==> config.mk <==
export PLATFORM = sky130hd
export DESIGN_NAME = booth2_mult_seq
export DESIGN_NICKNAME = d
export VERILOG_FILES = /design/src/rtl/booth2_mult_seq.sv
export SDC_FILE = /design/constraint.sdc
export NUM_CORES = 1
export LEC_CHECK = 0
export BUFFER_PORTS_ARGS = -buffer_cell sky130_fd_sc_hd__buf_2
export CAP_MARGIN = 10
export CORE_MARGIN = 3
export CORE_UTILIZATION = 64
export CTS_BUF_LIST = sky130_fd_sc_hd__clkbuf_4
export DETAILED_ROUTE_END_ITERATION = 10
export PLACE_DENSITY_LB_ADDON = 0.12
export SYNTH_ARGS = -nofsm -noshare
export SYNTH_HDL_FRONTEND = slang
export SYNTH_SLANG_ARGS = --single-unit
==> constraint.sdc <==
create_clock -name sys_clk -period 13.09 [get_ports sys_clk]
set_clock_uncertainty 0.2 [all_clocks]
set_input_delay 0 -clock sys_clk [delete_from_list [all_inputs] [get_ports sys_clk]]
set_output_delay 0 -clock sys_clk [all_outputs]
set_load 0.01 [all_outputs]
==> src/rtl/booth2_mult_seq.sv <==
// Sequential radix-4 Booth 8x8 signed multiplier: one Booth digit per CALC cycle.
// Optional macro BOOTH2_SEQ_EARLY_EXIT_EN finishes once the remaining multiplier digits are all zero-valued.
module booth2_mult_seq (
    input  logic        sys_clk,
    input  logic        sys_rst_n,
    input  logic        in_valid,
    output logic        in_ready,
    input  logic [7:0]  a_num,
    input  logic [7:0]  b_num,
    output logic        out_valid,
    input  logic        out_ready,
    output logic [15:0] product,
    output logic        busy
);

    localparam logic [1:0] ST_IDLE = 2'd0;
    localparam logic [1:0] ST_CALC = 2'd1;
    localparam logic [1:0] ST_DONE = 2'd2;

    logic [1:0]  state_q, state_d;
    logic [7:0]  aReg_q, aReg_d;
    logic [7:0]  bReg_q, bReg_d;
    logic [15:0] acc_q, acc_d;
    logic [1:0]  cnt_q, cnt_d;

    logic [8:0]  bExt;
    logic [2:0]  code;
    logic [9:0]  aExt;
    logic [9:0]  multiple;
    logic [15:0] ppShift;
    logic        lastDigit;

    // Digit code with the implicit B[-1]=0 appended below the LSB.
    always_comb begin
        bExt = {bReg_q, 1'b0};
        case (cnt_q)
            2'd0:    code = bExt[2:0];
            2'd1:    code = bExt[4:2];
            2'd2:    code = bExt[6:4];
            default: code = bExt[8:6];
        endcase
    end

    // Ten bits so that -2 * (-128) = +256 stays representable.
    always_comb begin
        aExt = {{2{aReg_q[7]}}, aReg_q};
        case (code)
            3'b001, 3'b010: multiple = aExt;
            3'b011:         multiple = aExt << 1;
            3'b100:         multiple = -(aExt << 1);
            3'b101, 3'b110: multiple = -aExt;
            default:        multiple = 10'd0;
        endcase
        ppShift = {{6{multiple[9]}}, multiple} << {cnt_q, 1'b0};
    end

`ifdef BOOTH2_SEQ_EARLY_EXIT_EN
    logic signed [7:0] bUpper;

    // Uniform upper bits mean every remaining digit code is 000 or 111.
    always_comb begin
        bUpper    = $signed(bReg_q) >>> {cnt_q, 1'b1};
        lastDigit = (cnt_q == 2'd3) || (bUpper == 8'sd0) || (bUpper == -8'sd1);
    end
`else
    always_comb begin
        lastDigit = (cnt_q == 2'd3);
    end
`endif

    always_comb begin
        state_d = state_q;
        aReg_d  = aReg_q;
        bReg_d  = bReg_q;
        acc_d   = acc_q;
        cnt_d   = cnt_q;
        case (state_q)
            ST_IDLE: begin
                if (in_valid) begin
                    aReg_d  = a_num;
                    bReg_d  = b_num;
                    acc_d   = 16'd0;
                    cnt_d   = 2'd0;
                    state_d = ST_CALC;
                end
            end
            ST_CALC: begin
                acc_d = acc_q + ppShift;
                cnt_d = cnt_q + 2'd1;
                if (lastDigit) begin
                    state_d = ST_DONE;
                end
            end
            ST_DONE: begin
                if (out_ready) begin
                    state_d = ST_IDLE;
                end
            end
            default: state_d = ST_IDLE;
        endcase
    end

    always_ff @(posedge sys_clk or negedge sys_rst_n) begin
        if (!sys_rst_n) begin
            state_q <= ST_IDLE;
            aReg_q  <= 8'd0;
            bReg_q  <= 8'd0;
            acc_q   <= 16'd0;
            cnt_q   <= 2'd0;
        end else begin
            state_q <= state_d;
            aReg_q  <= aReg_d;
            bReg_q  <= bReg_d;
            acc_q   <= acc_d;
            cnt_q   <= cnt_d;
        end
    end

    assign in_ready  = (state_q == ST_IDLE);
    assign out_valid = (state_q == ST_DONE);
    assign busy      = (state_q == ST_CALC) || (state_q == ST_DONE);
    assign product   = acc_q;

endmodule

==> impl_results.md, run 1 <==
- Status: completed
- Most congested layer reported by global routing: met2
- Wire length of the first global-routing pass: 12000 um
- Count of mapped cells out of synthesis: 333
- CTS tree: yes
- GRT met3 Usage: 0.0454
- Crit path kind: reg2reg
- Yosys top cell by area: sky130_fd_sc_hd__dfrtp_1
- Internal reg-to-reg setup slack: 7810 ps
- Distinct cell type count after synthesis: 65
- GR Layer Usage met1: 0.354
- Layout area overhead: 13.4%
- Maximum level of the CTS H-tree: 2
- Critical Path Source: cnt_q[1]
- Register-to-Register Path Depth: 18
- Starting Density: 0.677
- YS warnings: 0
- Number of flops mapped to enable cells by yosys: 0
- Required time at the worst-slack endpoint: 13140 ps
- Total Negative Setup Slacks: 0 ps
- Number of placed I/O pins: 39
- DR pass1 iterations: 5
- Final period util: 0.404
- Total Wirelength: 7190 um
- Final #Nets: 432
- Post-synthesis share of cell area spent on and, or, nand and nor gates: 0.157
- Shortest clock period the worst path allows after layout: 5280 ps
- Path type of the worst min-delay path: in2async
- Fraction of layout instances using a drive strength above 1: 0.214
- Number of port buffers: 38
- Crit start category: flop
- DRC errors left: 0
- Adder-cell share of the synthesized area: 0.110
- Horizontal extent of the die: 74.8 um
- Unrepaired setup endpoints after global routing: no
- Overall fraction of global-route tracks in use: 0.277
- 1st-iter DRT viols: 225
- Reg-to-reg startpoint: cnt_q[1]
- Maximum clock frequency: 189 MHz
- Ranking of synthesized cells by instance count: sky130_fd_sc_hd__nand2_1 (39), sky130_fd_sc_hd__dfrtp_1 (36), sky130_fd_sc_hd__o21ai_0 (32)
- Avg Vias per Cell: 6.13
- Die Y-Extent: 74.8 um
- Via count of the first global-routing pass: 2633
- Row cnt: 24
- Die Area: 0.00560 mm^2
- Complex-gate fraction of the synthesized area: 0.235
- Worst-skew pair later-pin latency: 340 ps
- Worst-margin pin slew: 790 ps
- Total overflow reported by the global router: 0
- Root Driver: sky130_fd_sc_hd__clkbuf_4
- Max_slew headroom: 0.473
- Final GP Congestion: 0.918
- Xor/xnor share of the synthesized area: 0.0570
- Dominant combinational cell family by area after synthesis: compound AO/OA/AOI/OAI gates
- Share of Yosys cell area claimed by the top area cell type: 0.297
- Total nets after synthesis: 379
- Met2 usage: 0.474
- HPWL Detailed: 5260 um
- Portion of the post-synthesis area used by sequential elements: 0.297
- Worst Path Arrival: 5340 ps
- Number of setup violations in the final report: 0
- Clock buffer count from CTS: 5
- Clock transition at the registers of the reported paths: 130 ps
- Largest net degree at the start of global routing: 37
- Multiplexer area fraction after synthesis: 0.0900
- Synth Area per Inst: 9.10 um^2
- Critical path fanouts, max: 17
- Core ar.: 0.00447 mm^2
- Sink count of the clock tree: 36
- Post-CTS setup-driven buffer insertion count: 0
- Element type at the critical path end: flop
- Slew Limit Fails: 0
- Asr flop ratio synth: 1.00
- Initial antenna violation count: 0
- Synth Cell Area: 0.00303 mm^2
- Remaining antenna violation count: 0
- Final Hold Fails: 0
- Dominant synthesized flop cell: sky130_fd_sc_hd__dfrtp_1
- Max capacitance violation total: 0
- Post-DR wirelength/cell: 16.4 um
- Most area-consuming cells after synthesis: sky130_fd_sc_hd__dfrtp_1 (30%), sky130_fd_sc_hd__ha_1 (10%), sky130_fd_sc_hd__mux2_2 (6.7%)
- Count of antenna diodes in the layout: 0
- Register bit count reported by yosys: 36
- Most instantiated library cell after synthesis: sky130_fd_sc_hd__nand2_1
- Worst-case clock buffer depth: 2
- Count of vias placed by the detailed router: 2693
[layout make-up]
class	count	area, um^2
Clock buffer	5	37.5
Clock inverter	3	18.8
Fill cell	326	1040
Inverter	16	60.1
Multi-Input combinational cell	269	1970
Sequential cell	36	901
Tap cell	52	65.1
Timing Repair Buffer	58	388
[layout by cell type, fill, tap and decap left out, types with 3 or more instances in the layout]
master	count
sky130_fd_sc_hd__clkbuf_4	5
sky130_fd_sc_hd__o21ai_0	32
sky130_fd_sc_hd__o21a_1	6
sky130_fd_sc_hd__o221ai_1	3
sky130_fd_sc_hd__xor2_1	6
sky130_fd_sc_hd__xnor2_1	10
sky130_fd_sc_hd__nor3_2	3
sky130_fd_sc_hd__dlygate4sd3_1	19
sky130_fd_sc_hd__nor2_1	15
sky130_fd_sc_hd__nand2b_1	4
sky130_fd_sc_hd__mux2_2	18
sky130_fd_sc_hd__a21o_1	8
sky130_fd_sc_hd__ha_1	25
sky130_fd_sc_hd__dfrtp_1	36
sky130_fd_sc_hd__nor3_1	4
sky130_fd_sc_hd__or3_1	4
sky130_fd_sc_hd__and3_1	3
sky130_fd_sc_hd__o211ai_1	5
sky130_fd_sc_hd__mux2i_1	7
sky130_fd_sc_hd__nand2_1	39
sky130_fd_sc_hd__buf_2	38
sky130_fd_sc_hd__a21oi_1	18
sky130_fd_sc_hd__inv_1	14
sky130_fd_sc_hd__nor2b_1	5
sky130_fd_sc_hd__o22ai_1	3
sky130_fd_sc_hd__a31oi_1	5
[metal layers]
layer | wire (um) | vias to the layer above
met3 | 353 | 12
li1 | - | 1320
met1 | 3160 | 1264
met2 | 3550 | 97
met4 | 126 | 0
met5 | 0 | -
[registers in the layout (all words and copies together) (netlist names)]
name / flops
bReg_q: 8
aReg_q: 8
state_q: 2
product: 16
cnt_q: 2
[worst max-delay path: stages (launching register included)]
cell	delay [ps]
sky130_fd_sc_hd__dfrtp_1	670
sky130_fd_sc_hd__inv_2	220
sky130_fd_sc_hd__ha_1	270
sky130_fd_sc_hd__a222oi_1	430
sky130_fd_sc_hd__a21o_2	370
sky130_fd_sc_hd__nor3_1	170
sky130_fd_sc_hd__nand2_1	120
sky130_fd_sc_hd__nand2_1	50
sky130_fd_sc_hd__a211oi_1	490
sky130_fd_sc_hd__mux2i_1	180
sky130_fd_sc_hd__mux2_2	300
sky130_fd_sc_hd__ha_1	340
sky130_fd_sc_hd__and3_1	200
sky130_fd_sc_hd__a221oi_1	370
sky130_fd_sc_hd__o21ai_0	220
sky130_fd_sc_hd__nand4_1	150
sky130_fd_sc_hd__and3_1	180
sky130_fd_sc_hd__o31ai_1	80
sky130_fd_sc_hd__a21bo_1	200
[path summary, 6_finish.rpt]
kind,endpoint
max,product[15]
min,aReg_q[6]
max reg2reg,product[15]
min reg2reg,product[14]
max in group asynchronous,product[8]
min in group sys_clk,bReg_q[5]
[timing repair]
action,4_1_cts,5_1_grt
hold buffers,19,0
endpoints found under the hold margin,58,0
resized for setup,0,0
[per-stage QoR]
stage	area, um^2	instances	setup slack, ps	utilization	hold slack (ps)
floorplan	3030	333	8810	-	-496
global placement	3190	412	8130	0.713	-68.2
detailed placement	3190	412	7920	0.713	-59.1
CTS	3440	439	7930	0.768	88.2
global route	3440	439	7390	0.768	99.6
finish	3440	439	7810	0.768	56.2
[cells by family (layout without fill, tap and decap cells)]
| kind of cell | Yosys count | after routing |
|---|---|---|
| buffers and inverters | 28 | 82 |
| AND/OR/NAND/NOR | 93 | 93 |
| AO/OA/AOI/OAI | 107 | 107 |
| flip-flops | 36 | 36 |
| multiplexers | 25 | 25 |
| XOR/XNOR | 18 | 18 |
| adder cells (fa/ha/maj) | 26 | 26 |
Power of run 1 is not shown: default switching activity piles up to over one toggle a cycle in this logic, so the estimate is an artifact.
==> inputs of run 2 (changes only) <==
--- a/config.mk
+++ b/config.mk
@@ -8,7 +8,7 @@
 export BUFFER_PORTS_ARGS = -buffer_cell sky130_fd_sc_hd__buf_2
 export CAP_MARGIN = 10
 export CORE_MARGIN = 3
-export CORE_UTILIZATION = 64
+export CORE_UTILIZATION = 60
 export CTS_BUF_LIST = sky130_fd_sc_hd__clkbuf_4
 export DETAILED_ROUTE_END_ITERATION = 10
 export PLACE_DENSITY_LB_ADDON = 0.12
==> constraint.sdc (replaced) <==
create_clock -name sys_clk -period 5.5 [get_ports sys_clk]
set_clock_uncertainty 0.2 [all_clocks]
set_input_delay 0 -clock sys_clk [delete_from_list [all_inputs] [get_ports sys_clk]]
set_output_delay 0 -clock sys_clk [all_outputs]
set_load 0.01 [all_outputs]
==> impl_results.md, run 2 (synthesis results as in run 1) <==
- Max capacitance violation total: 0 (unchanged)
- Final #Nets: 433 (+0.23%)
- Reg-to-reg startpoint: cnt_q[1]
- GR Layer Usage met1: 0.326 (-0.0280)
- Horizontal extent of the die: 77.1 um (+3.0%)
- # fillers: 410 (+26%)
- Fraction of layout instances using a drive strength above 1: 0.212 (-0.00258)
- Final period util: 0.905 (+0.501)
- CTS tree: yes
- Max_slew headroom: 0.427 (-0.0466)
- Endpoint of the lowest-slack register-to-register path: product[15]
- Critical Path Source: cnt_q[1]
- DR pass1 iterations: 5 (unchanged)
- Met2 usage: 0.439 (-0.0351)
- Final Hold Fails: 0 (unchanged)
- Worst-case clock buffer depth: 2 (unchanged)
- Starting Density: 0.629 (-0.0482)
- Via count of the first global-routing pass: 2659 (+0.99%)
- End-of-flow core utilization: 0.717 (-0.0513)
- Die Y-Extent: 77.1 um (+3.0%)
- Maximum level of the CTS H-tree: 2 (unchanged)
- Setup crit end: product[15]
- HPWL Detailed: 5210 um (-1.1%)
- Commonest non-fill, non-tap cells in the layout: sky130_fd_sc_hd__nand2_1 (39), sky130_fd_sc_hd__buf_2 (38), sky130_fd_sc_hd__dfrtp_1 (35)
- Crit start category: flop
- Overall fraction of global-route tracks in use: 0.258 (-0.0188)
- Number of setup violations in the final report: 0 (unchanged)
- Sink count of the clock tree: 36 (unchanged)
- Worst-skew pair later-pin latency: 370 ps (+30 ps)
- Status: completed
- Clock transition at the registers of the reported paths: 120 ps (about the same)
- Unrepaired setup endpoints after global routing: no
- Core ar.: 0.00482 mm^2 (+7.7%)
- Count of vias placed by the detailed router: 2755 (+2.3%)
- Wire length of the first global-routing pass: 12200 um (+1.5%)
- Most common cell after layout, fill and taps aside: sky130_fd_sc_hd__nand2_1
- Largest net degree at the start of global routing: 37 (unchanged)
- Slew Limit Fails: 0 (unchanged)
- Crit path kind: reg2reg
- Root Driver: sky130_fd_sc_hd__clkbuf_4
- Element type at the critical path end: flop
- Total overflow reported by the global router: 0 (unchanged)
- Post-CTS setup-driven buffer insertion count: 0 (unchanged)
- Remaining antenna violation count: 0 (unchanged)
- Layout area overhead: 14.0%
- Register-to-Register Path Depth: 19 (+1)
- Shortest clock period the worst path allows after layout: 4980 ps (-307 ps)
- DRC errors left: 0 (unchanged)
- Total Wirelength: 7170 um (-0.35%)
- Number of port buffers: 38 (unchanged)
- Internal reg-to-reg setup slack: 520 ps (-7280 ps)
- Initial antenna violation count: 0 (unchanged)
- Count of antenna diodes in the layout: 0 (unchanged)
- Die Area: 0.00594 mm^2 (+6.1%)
- Most congested layer reported by global routing: met2
- Avg Vias per Cell: 6.07 (-1.1%)
- Worst Path Arrival: 5030 ps (-310 ps)
- Final GP Congestion: 0.935 (+1.9%)
- Required time at the worst-slack endpoint: 5560 ps (-7580 ps)
- Critical path fanouts, max: 15 (-2)
- Total Negative Setup Slacks: 0 ps (unchanged)
- Row cnt: 25 (+4.2%)
- Number of placed I/O pins: 39 (unchanged)
- Flip-flop count of the largest register, all copies and words added: 16 (unchanged)
- 1st-iter DRT viols: 160 (-29%)
- GRT met3 Usage: 0.0469 (+0.00155)
- Path type of the worst min-delay path: in2async
- Worst-margin pin slew: 860 ps (+69.9 ps)
- Post-DR wirelength/cell: 15.8 um (-3.6%)
- Maximum clock frequency: 201 MHz (+6.2%)
- Clock buffer count from CTS: 5 (unchanged)
run 2: cell types whose count changed in the layout (fill, tap and decap cells not counted):
cell,previous run,this run
sky130_fd_sc_hd__clkinv_1,0,2
sky130_fd_sc_hd__dfrtp_1,36,35
sky130_fd_sc_hd__clkinv_2,2,0
sky130_fd_sc_hd__dfrtp_2,0,1
sky130_fd_sc_hd__buf_4,1,2
sky130_fd_sc_hd__clkinv_4,1,0
run 2: critical path, stage by stage (launching register included):
cell	delay, ps
sky130_fd_sc_hd__dfrtp_1	390
sky130_fd_sc_hd__buf_4	210
sky130_fd_sc_hd__inv_2	130
sky130_fd_sc_hd__ha_1	240
sky130_fd_sc_hd__a222oi_1	430
sky130_fd_sc_hd__a21o_2	370
sky130_fd_sc_hd__or3_2	190
sky130_fd_sc_hd__a21oi_1	70
sky130_fd_sc_hd__o22a_1	220
sky130_fd_sc_hd__a21oi_1	290
sky130_fd_sc_hd__mux2i_1	140
sky130_fd_sc_hd__mux2_2	290
sky130_fd_sc_hd__ha_1	330
sky130_fd_sc_hd__and3_1	190
sky130_fd_sc_hd__a221oi_1	350
sky130_fd_sc_hd__o21ai_0	210
sky130_fd_sc_hd__nand4_1	150
sky130_fd_sc_hd__and3_1	190
sky130_fd_sc_hd__o31ai_1	80
sky130_fd_sc_hd__a21bo_1	200
run 2: worst min-delay path by stage:
stage	from	endpoint	slack [ps]
floorplan	sys_rst_n	aReg_q[0]	-500
global placement	sys_rst_n	aReg_q[5]	-70
detailed placement	sys_rst_n	aReg_q[5]	-50
CTS	sys_rst_n	aReg_q[5]	90
global route	sys_rst_n	aReg_q[5]	140
finish	sys_rst_n	aReg_q[5]	50
run 2: area by class of cell:
| type | instances | area [um^2] | share of cell area |
|---|---|---|---|
| clock buffers | 5 | 37.5 | 0.0109 |
| clock inverters | 2 | 7.51 | 0.00217 |
| inverters | 16 | 60.1 | 0.0174 |
| multi-input cells | 269 | 1970 | 0.570 |
| flip-flops and latches | 36 | 902 | 0.261 |
| well taps | 67 | 83.8 | 0.0243 |
| repair buffers | 59 | 395 | 0.114 |
run 2: stage by stage:
| step | area [um^2] | cells | setup WS [ps] | hold WS [ps] |
|---|---|---|---|---|
| after global placement | 3220 | 428 | 607 | -65.1 |
| after CTS | 3450 | 454 | 413 | 94.4 |
| final | 3450 | 454 | 523 | 50.4 |
| after detailed placement | 3220 | 428 | 443 | -48.1 |
| after floorplan | 3030 | 333 | 1220 | -496 |
| after global routing | 3450 | 454 | 25.3 | 138 |
run 2: repair_timing:
action                                  CTS  global route
resized for setup                         0             1
endpoints found under the setup margin    0             5
hold buffers                             19             0
endpoints found under the hold margin    66             0
run 2: metal layers:
layer,up-vias,routed length (um),part of all wire
li1,1327,-,-
met1,1323,3230,0.45
met2,93,3490,0.49
met3,12,323,0.045
met4,0,127,0.018
met5,-,0,0
Power of run 2 is left out for the same reason.
